[src/rtl/soc_pkg.sv]
// Shared SoC constants and the response-owner encoding used by the RAM port arbiter.
package soc_pkg;

  localparam int ADDR_W = 32;
  localparam int DATA_W = 32;

  typedef enum logic [1:0] {
    RSP_IDLE,
    RSP_M0,
    RSP_M1
  } rsp_owner_e;

endpackage

[src/rtl/mem_port_arbiter.sv]
// Shares the single-port unified RAM between the instruction-fetch master (M0)
// and the load/store master (M1). M1 has priority. A saturating starvation
// counter hands M0 one grant after STARVE_LIMIT back-to-back denials. The owner
// of each 1-cycle-latency read is remembered so the response reaches the right
// master.
module mem_port_arbiter
  import soc_pkg::*;
#(
  parameter int ADDR_W       = soc_pkg::ADDR_W,
  parameter int DATA_W       = soc_pkg::DATA_W,
  parameter int STARVE_LIMIT = 4
) (
  input  logic                clk_i,
  input  logic                rst_n_i,

  input  logic                m0_req_i,
  input  logic [ADDR_W-1:0]   m0_addr_i,
  output logic                m0_gnt_o,
  output logic                m0_rvalid_o,
  output logic [DATA_W-1:0]   m0_rdata_o,

  input  logic                m1_req_i,
  input  logic                m1_we_i,
  input  logic [DATA_W/8-1:0] m1_be_i,
  input  logic [ADDR_W-1:0]   m1_addr_i,
  input  logic [DATA_W-1:0]   m1_wdata_i,
  output logic                m1_gnt_o,
  output logic                m1_rvalid_o,
  output logic [DATA_W-1:0]   m1_rdata_o,

  output logic                mem_req_o,
  output logic                mem_we_o,
  output logic [DATA_W/8-1:0] mem_be_o,
  output logic [ADDR_W-1:0]   mem_addr_o,
  output logic [DATA_W-1:0]   mem_wdata_o,
  input  logic [DATA_W-1:0]   mem_rdata_i,
  input  logic                mem_ready_i
);

  localparam logic [3:0] LIMIT = 4'(STARVE_LIMIT);

  rsp_owner_e r_rsp;
  rsp_owner_e w_rsp_next;
  logic [3:0] r_starve;
  logic       r_we;

  logic       w_ready;
  logic       w_force_m0;
  logic       w_m0_gnt;
  logic       w_m1_gnt;

  // Grants are suppressed while reset is asserted so nothing reaches the RAM
  // even though the masters may already be requesting.
  assign w_ready    = rst_n_i & mem_ready_i;
  assign w_force_m0 = m0_req_i & (r_starve == LIMIT);
  assign w_m0_gnt   = w_ready & (w_force_m0 | (m0_req_i & ~m1_req_i));
  assign w_m1_gnt   = w_ready & ~w_force_m0 & m1_req_i;

  assign m0_gnt_o = w_m0_gnt;
  assign m1_gnt_o = w_m1_gnt;

  // Response owner and write flag advance every cycle; a reset drops any pending response.
  always_ff @(posedge clk_i or negedge rst_n_i) begin
    if (!rst_n_i) begin
      r_rsp <= RSP_IDLE;
      r_we  <= 1'b0;
    end else begin
      r_rsp <= w_rsp_next;
      r_we  <= w_m1_gnt & m1_we_i;
    end
  end

  // Starvation counter: counts consecutive cycles M0 asks but is not served, stalls included.
  always_ff @(posedge clk_i or negedge rst_n_i) begin
    if (!rst_n_i) begin
      r_starve <= 4'd0;
    end else if (m0_req_i && !w_m0_gnt) begin
      if (r_starve != LIMIT) begin
        r_starve <= r_starve + 4'd1;
      end
    end else begin
      r_starve <= 4'd0;
    end
  end

  // RAM mux, next response owner, and response steering back to the masters.
  always_comb begin
    w_rsp_next  = RSP_IDLE;
    mem_req_o   = 1'b0;
    mem_we_o    = 1'b0;
    mem_be_o    = '0;
    mem_addr_o  = '0;
    mem_wdata_o = '0;
    m0_rvalid_o = 1'b0;
    m0_rdata_o  = '0;
    m1_rvalid_o = 1'b0;
    m1_rdata_o  = '0;

    if (w_m0_gnt) begin
      w_rsp_next = RSP_M0;
      mem_req_o  = 1'b1;
      mem_be_o   = '1;
      mem_addr_o = m0_addr_i;
    end else if (w_m1_gnt) begin
      w_rsp_next  = RSP_M1;
      mem_req_o   = 1'b1;
      mem_we_o    = m1_we_i;
      mem_be_o    = m1_be_i;
      mem_addr_o  = m1_addr_i;
      mem_wdata_o = m1_wdata_i;
    end

    case (r_rsp)
      RSP_M0: begin
        m0_rvalid_o = 1'b1;
        m0_rdata_o  = mem_rdata_i;
      end
      RSP_M1: begin
        m1_rvalid_o = 1'b1;
        if (!r_we) begin
          m1_rdata_o = mem_rdata_i;
        end
      end
      default: begin
      end
    endcase
  end

endmodule

[config.mk]
export PLATFORM = sky130hd
export DESIGN_NAME = mem_port_arbiter
export DESIGN_NICKNAME = d
export VERILOG_FILES = /design/src/rtl/soc_pkg.sv /design/src/rtl/mem_port_arbiter.sv
export SDC_FILE = /design/constraint.sdc
export NUM_CORES = 1
export LEC_CHECK = 0
export BUFFER_PORTS_ARGS = -buffer_cell sky130_fd_sc_hd__buf_2
export CAP_MARGIN = 40
export CORE_AREA = 2 2 108 110
export DETAILED_ROUTE_END_ITERATION = 10
export DIE_AREA = 0 0 110 112
export GPL_TIMING_DRIVEN = 0
export PLACE_DENSITY_LB_ADDON = 0.05
export RECOVER_POWER = 100
export SYNTH_ARGS = -nofsm -noshare
export SYNTH_HDL_FRONTEND = slang
export SYNTH_SLANG_ARGS = --single-unit
[constraint.sdc]
create_clock -name clk_i -period 4.1 [get_ports clk_i]
set_input_delay 0.41 -clock clk_i [delete_from_list [all_inputs] [get_ports clk_i]]
set_output_delay 0.41 -clock clk_i [all_outputs]
set_load 0.02 [all_outputs]
---- Word level (Yosys, flattened, before mapping) ----
Cells that the tools add are included.
word-level totals
  output and inout bits ................... 138
  flip-flop bits (word level) ............. 7
  bits of input ports ..................... 138
cells by class
  multiplexer cells ....................... 19
  bitwise gates (word level) .............. 10
  equality and inequality tests ........... 5
  add/sub/neg operators ................... 1
  reduce and logical (&&, ||, !) cells .... 2
operators with widths
  kind                   count
  $mux W32               7
  $mux W4                4
  $and A1 B1 Y1          7
  $mux W1                6
  $add A4 B1 Y4 const B  1
  $eq A4 B3 Y1 const B   1
  $mux W2                2
  $ne A4 B3 Y1 const B   1
  $eq A2 B1 Y1 const B   1
  $eq A2 B2 Y1 const B   1
  $ne A2 B1 Y1 const B   1
  $not A1 Y1             2
  $logic_and A1 B1 Y1    1
  $logic_not A1 Y1       1
  $or A1 B1 Y1           1

---- Depth between registers and ports, before layout ----
  depth in word-level cells ............... 7
  depth in mapped cells ................... 6

---- Least setup slack after synthesis ----
OpenSTA, ideal clock, no wires.
  path kind ............................... flip-flop to output port
  start point ............................. register r_starve[0]
  end point ............................... output mem_addr_o[27]
  setup slack ............................. 2.195 ns
  arrival ................................. 1.495 ns
  stages on the path, launching flop included .. 7
  required time ........................... 3.690 ns
  cell sequence ........................... dfrtp_1 -> inv_1 -> ha_1 -> and3b_4 -> o21ai_4 -> buf_4 -> o22ai_1
on the way
  word-level cells in the longest chain between the ends .. 7
RTL lines
  what                         line                     RTL
  start, declared              mem_port_arbiter.sv:44   logic [3:0] r_starve;
  start signal, assigned       mem_port_arbiter.sv:79   r_starve <= r_starve + 4'd1;
  $eq A4 B3 Y1 (*)             mem_port_arbiter.sv:55   assign w_force_m0 = m0_req_i & (r_starve == LIMIT);
  $and A1 B1 Y1 (*)            mem_port_arbiter.sv:55
  $not A1 Y1                   mem_port_arbiter.sv:57   assign w_m1_gnt = w_ready & ~w_force_m0 & m1_req_i;
  $and A1 B1 Y1 (2 in series)  mem_port_arbiter.sv:57
  $mux W32                     mem_port_arbiter.sv:104  end else if (w_m1_gnt) begin
  $mux W32 (*)                 mem_port_arbiter.sv:99   if (w_m0_gnt) begin
  end, declared                mem_port_arbiter.sv:34   output logic [ADDR_W-1:0] mem_addr_o,
Every way passes the cells marked *; elsewhere a longest branch is shown, timed or not.

---- Worst setup path in the final report ----
  start point ............................. register r_starve[0]
  end point ............................... output mem_addr_o[19]
Same word-level chain as after synthesis.

==> flow_summary_export.csv <==
group,metric,value,unit
pwr,power_leakage,1.66,nW
die,core_area,11200,µm²
final_layout,fin_nets,689,
detailed_routing,vias,2873,
detailed_routing,wl,10000,µm
clock_network,clk_pin_slew,0.04,ns
timing,tns,0,ns
global_routing,antenna_found_initial,2,
yosys,synth-seq-cells,7,
yosys,syn_area_per_cell,6.16,µm²
final_layout,layoutNonFillerInstCount,691,
die,dieArea,12300,µm²
final_layout,drive_gt1_share,36.5,%
placed_design,preCtsSetupSlack,1.67,ns
final_layout,num_antenna_cells,0,
worst_setup_path,crit_arrival,2.71,ns
global_routing,grt_overflow,0,
placed_design,dpl.cell_count,687,
yosys,seq_area_frac_synth,10.5,%
die,rows,39,
yosys,synth.net_count,410,
yosys,ys.flop_type,"dfrtp_1",
clock_network,clock_latency,0.23,ns
run,maxCapViolCount,0,
clock_network,tritoncts,"built",
yosys,synth_edf_count,0,
detailed_routing,drtAntennaViolNets,0,
pwr,power_density,168,nW/µm²
die,ioPinCount,276,
clock_network,cts-hold-fix-buffers,0,
yosys,synth_area,1660,µm²
yosys,synthCells,270,
die,start_util,14.9,%
detailed_routing,routedWlPerCell,14.5,µm
yosys,async_flop_share,100,%
worst_hold_path,holdCritPathClass,"input port to async pin",
final_layout,final_core_util,28.1,%
worst_setup_path,crit_type,"register to output port",
die,die_x,110,µm
placed_design,io_buffers,274,
worst_setup_path,cp-end-kind,"output port",
yosys,yosysWarnings,0,
placed_design,dpl.hpwl,8580,µm
detailed_routing,drt_pass1_iterations,4,
timing,worst_pin_slew,1.08,ns
global_routing,grt_use_total,14.7,%
timing,setup_viol,0,
yosys,synth.distinct_cells,29,
timing,min_period_over_period,76.0,%
clock_network,root_buffer,"clkbuf_16",
worst_setup_path,cp_max_fo,10,
timing,slew_headroom,27.4,%
pwr,p_total,0.528,mW
clock_network,cts_max_level,1,
clock_network,post_cts_buffers,0,
die,die_h,112,µm
pwr,peakVddDrop,0.128,mV
timing,rsz0062_at_grt,"false",
worst_setup_path,startpoint_type,"register",
timing,final_max_slew_viol_count,0,
clock_network,cts_resized,0,
final_layout,area_delta_synth_final,89.2,%
placed_design,place.gp.congestion,0.802,
clock_network,cts.sinks,7,
worst_setup_path,required,3.69,ns
global_routing,grt_max_degree,11,
timing,fmax,321,MHz
detailed_routing,via_per_inst,4.16,
global_routing,grt_pass1_vias,2779,
global_routing,grt_pass1_wl,14100,µm
timing,clock_skew,0.00312,ns
clock_network,clockBufferDepth,2,
timing,fin_crit,3.12,ns
clock_network,numCtsBuffers,3,
timing,hold_viol,0,
timing,setup_slack,0.983,ns
detailed_routing,drc,0,
detailed_routing,drtIter0Drc,104,
outcome,status,"finished, final reports clean",
==> worst paths after layout <==
kind	end	cells past startpoint	slack, ns	start
min in group clk_i	r_we	2	0.47	m1_we_i
max in group asynchronous	r_starve[2]	1	3.65	rst_n_i
worst min-delay path	r_starve[0]	1	0.11	rst_n_i
worst max register to register	r_rsp[1]	6	1.95	r_starve[0]
worst min register to register	r_starve[0]	2	0.60	r_starve[0]
worst max-delay path	mem_addr_o[19]	7	0.98	r_starve[0]
==> sequential cells by signal (all words and copies together) (netlist names) <==
signal    count
r_rsp         2
r_we          1
r_starve      4
==> cell type report <==
| type | count | area (µm²) |
|---|---|---|
| Multi-Input combinational cell | 231 | 1310 |
| Clock buffer | 4 | 78.8 |
| Buffer | 28 | 140 |
| Tap cell | 143 | 179 |
| Timing Repair Buffer | 274 | 1250 |
| Sequential cell | 7 | 175 |
| Fill cell | 1356 | 8030 |
| Inverter | 4 | 15.0 |
==> layer usage <==
metal  vias up  global-route usage (%)  routed length, µm
li1       1459                       -                  -
met1      1233                    14.1               3440
met2       175                    30.0               5320
met3         6                    4.98               1200
met4         0                    1.52                 57
met5         -                       0                  0
==> cell usage after synthesis, drive strengths merged (2+ instances only) <==
| library cell | number | area (µm²) |
|---|---|---|
| nand2 | 73 | 274 |
| and2 | 65 | 407 |
| and3 | 34 | 213 |
| o22ai | 33 | 219 |
| clkbuf | 15 | 60.1 |
| buf | 13 | 96.3 |
| a21oi | 7 | 46.3 |
| dfrtp | 7 | 175 |
| inv | 4 | 15.0 |
| nor2 | 3 | 11.3 |
| o21ai | 3 | 37.5 |
| ha | 2 | 25.0 |
| nor2b | 2 | 12.5 |
==> critical path, stage by stage, from the launching register on <==
cell and delay [ns]:
dfrtp_1 0.40, inv_1 0.09, ha_1 0.19, nand3b_1 0.14, o21ai_0 0.87, clkbuf_1 0.45, o22ai_1 0.13, clkbuf_1 0.20
==> logic make-up after synthesis <==
group / Yosys count / synth area share (%)
adder cells (fa/ha/maj): 2 / 1.50
flip-flops: 7 / 10.5
AO/OA/AOI/OAI: 45 / 19.2
XOR/XNOR: 2 / 1.05
AND/OR/NAND/NOR: 182 / 57.4
buffers and inverters: 32 / 10.3
==> where the power goes <==
group / switching (mW) / internal, mW / total (mW)
clock: 0.0390 / 0.130 / 0.169
sequential: 0.00480 / 0.0745 / 0.0793
combinational: 0.170 / 0.111 / 0.280
total: 0.214 / 0.315 / 0.528
==> metrics by stage <==
stage	area, µm²	hold WS (ns)
floorplan	1660	0.114
global placement	3210	0.272
detailed placement	3210	0.274
CTS	3290	0.0272
global route	3150	0.147
finish	3150	0.113
==> placed cells by master, fill, tap and decap left out, types with 2 or more instances in the layout <==
| cell | n |
|---|---|
| a21oi_1 | 6 |
| and2_0 | 34 |
| and2_1 | 31 |
| and3_1 | 34 |
| buf_2 | 183 |
| buf_4 | 3 |
| buf_6 | 2 |
| clkbuf_1 | 112 |
| clkbuf_16 | 3 |
| clkbuf_2 | 3 |
| dfrtp_1 | 7 |
| ha_1 | 2 |
| inv_1 | 3 |
| nand2_1 | 73 |
| nor2_1 | 3 |
| nor2b_1 | 2 |
| o21ai_0 | 2 |
| o22ai_1 | 31 |
| o22ai_2 | 2 |
No activity file was read; power rests on OpenSTA's default activity.
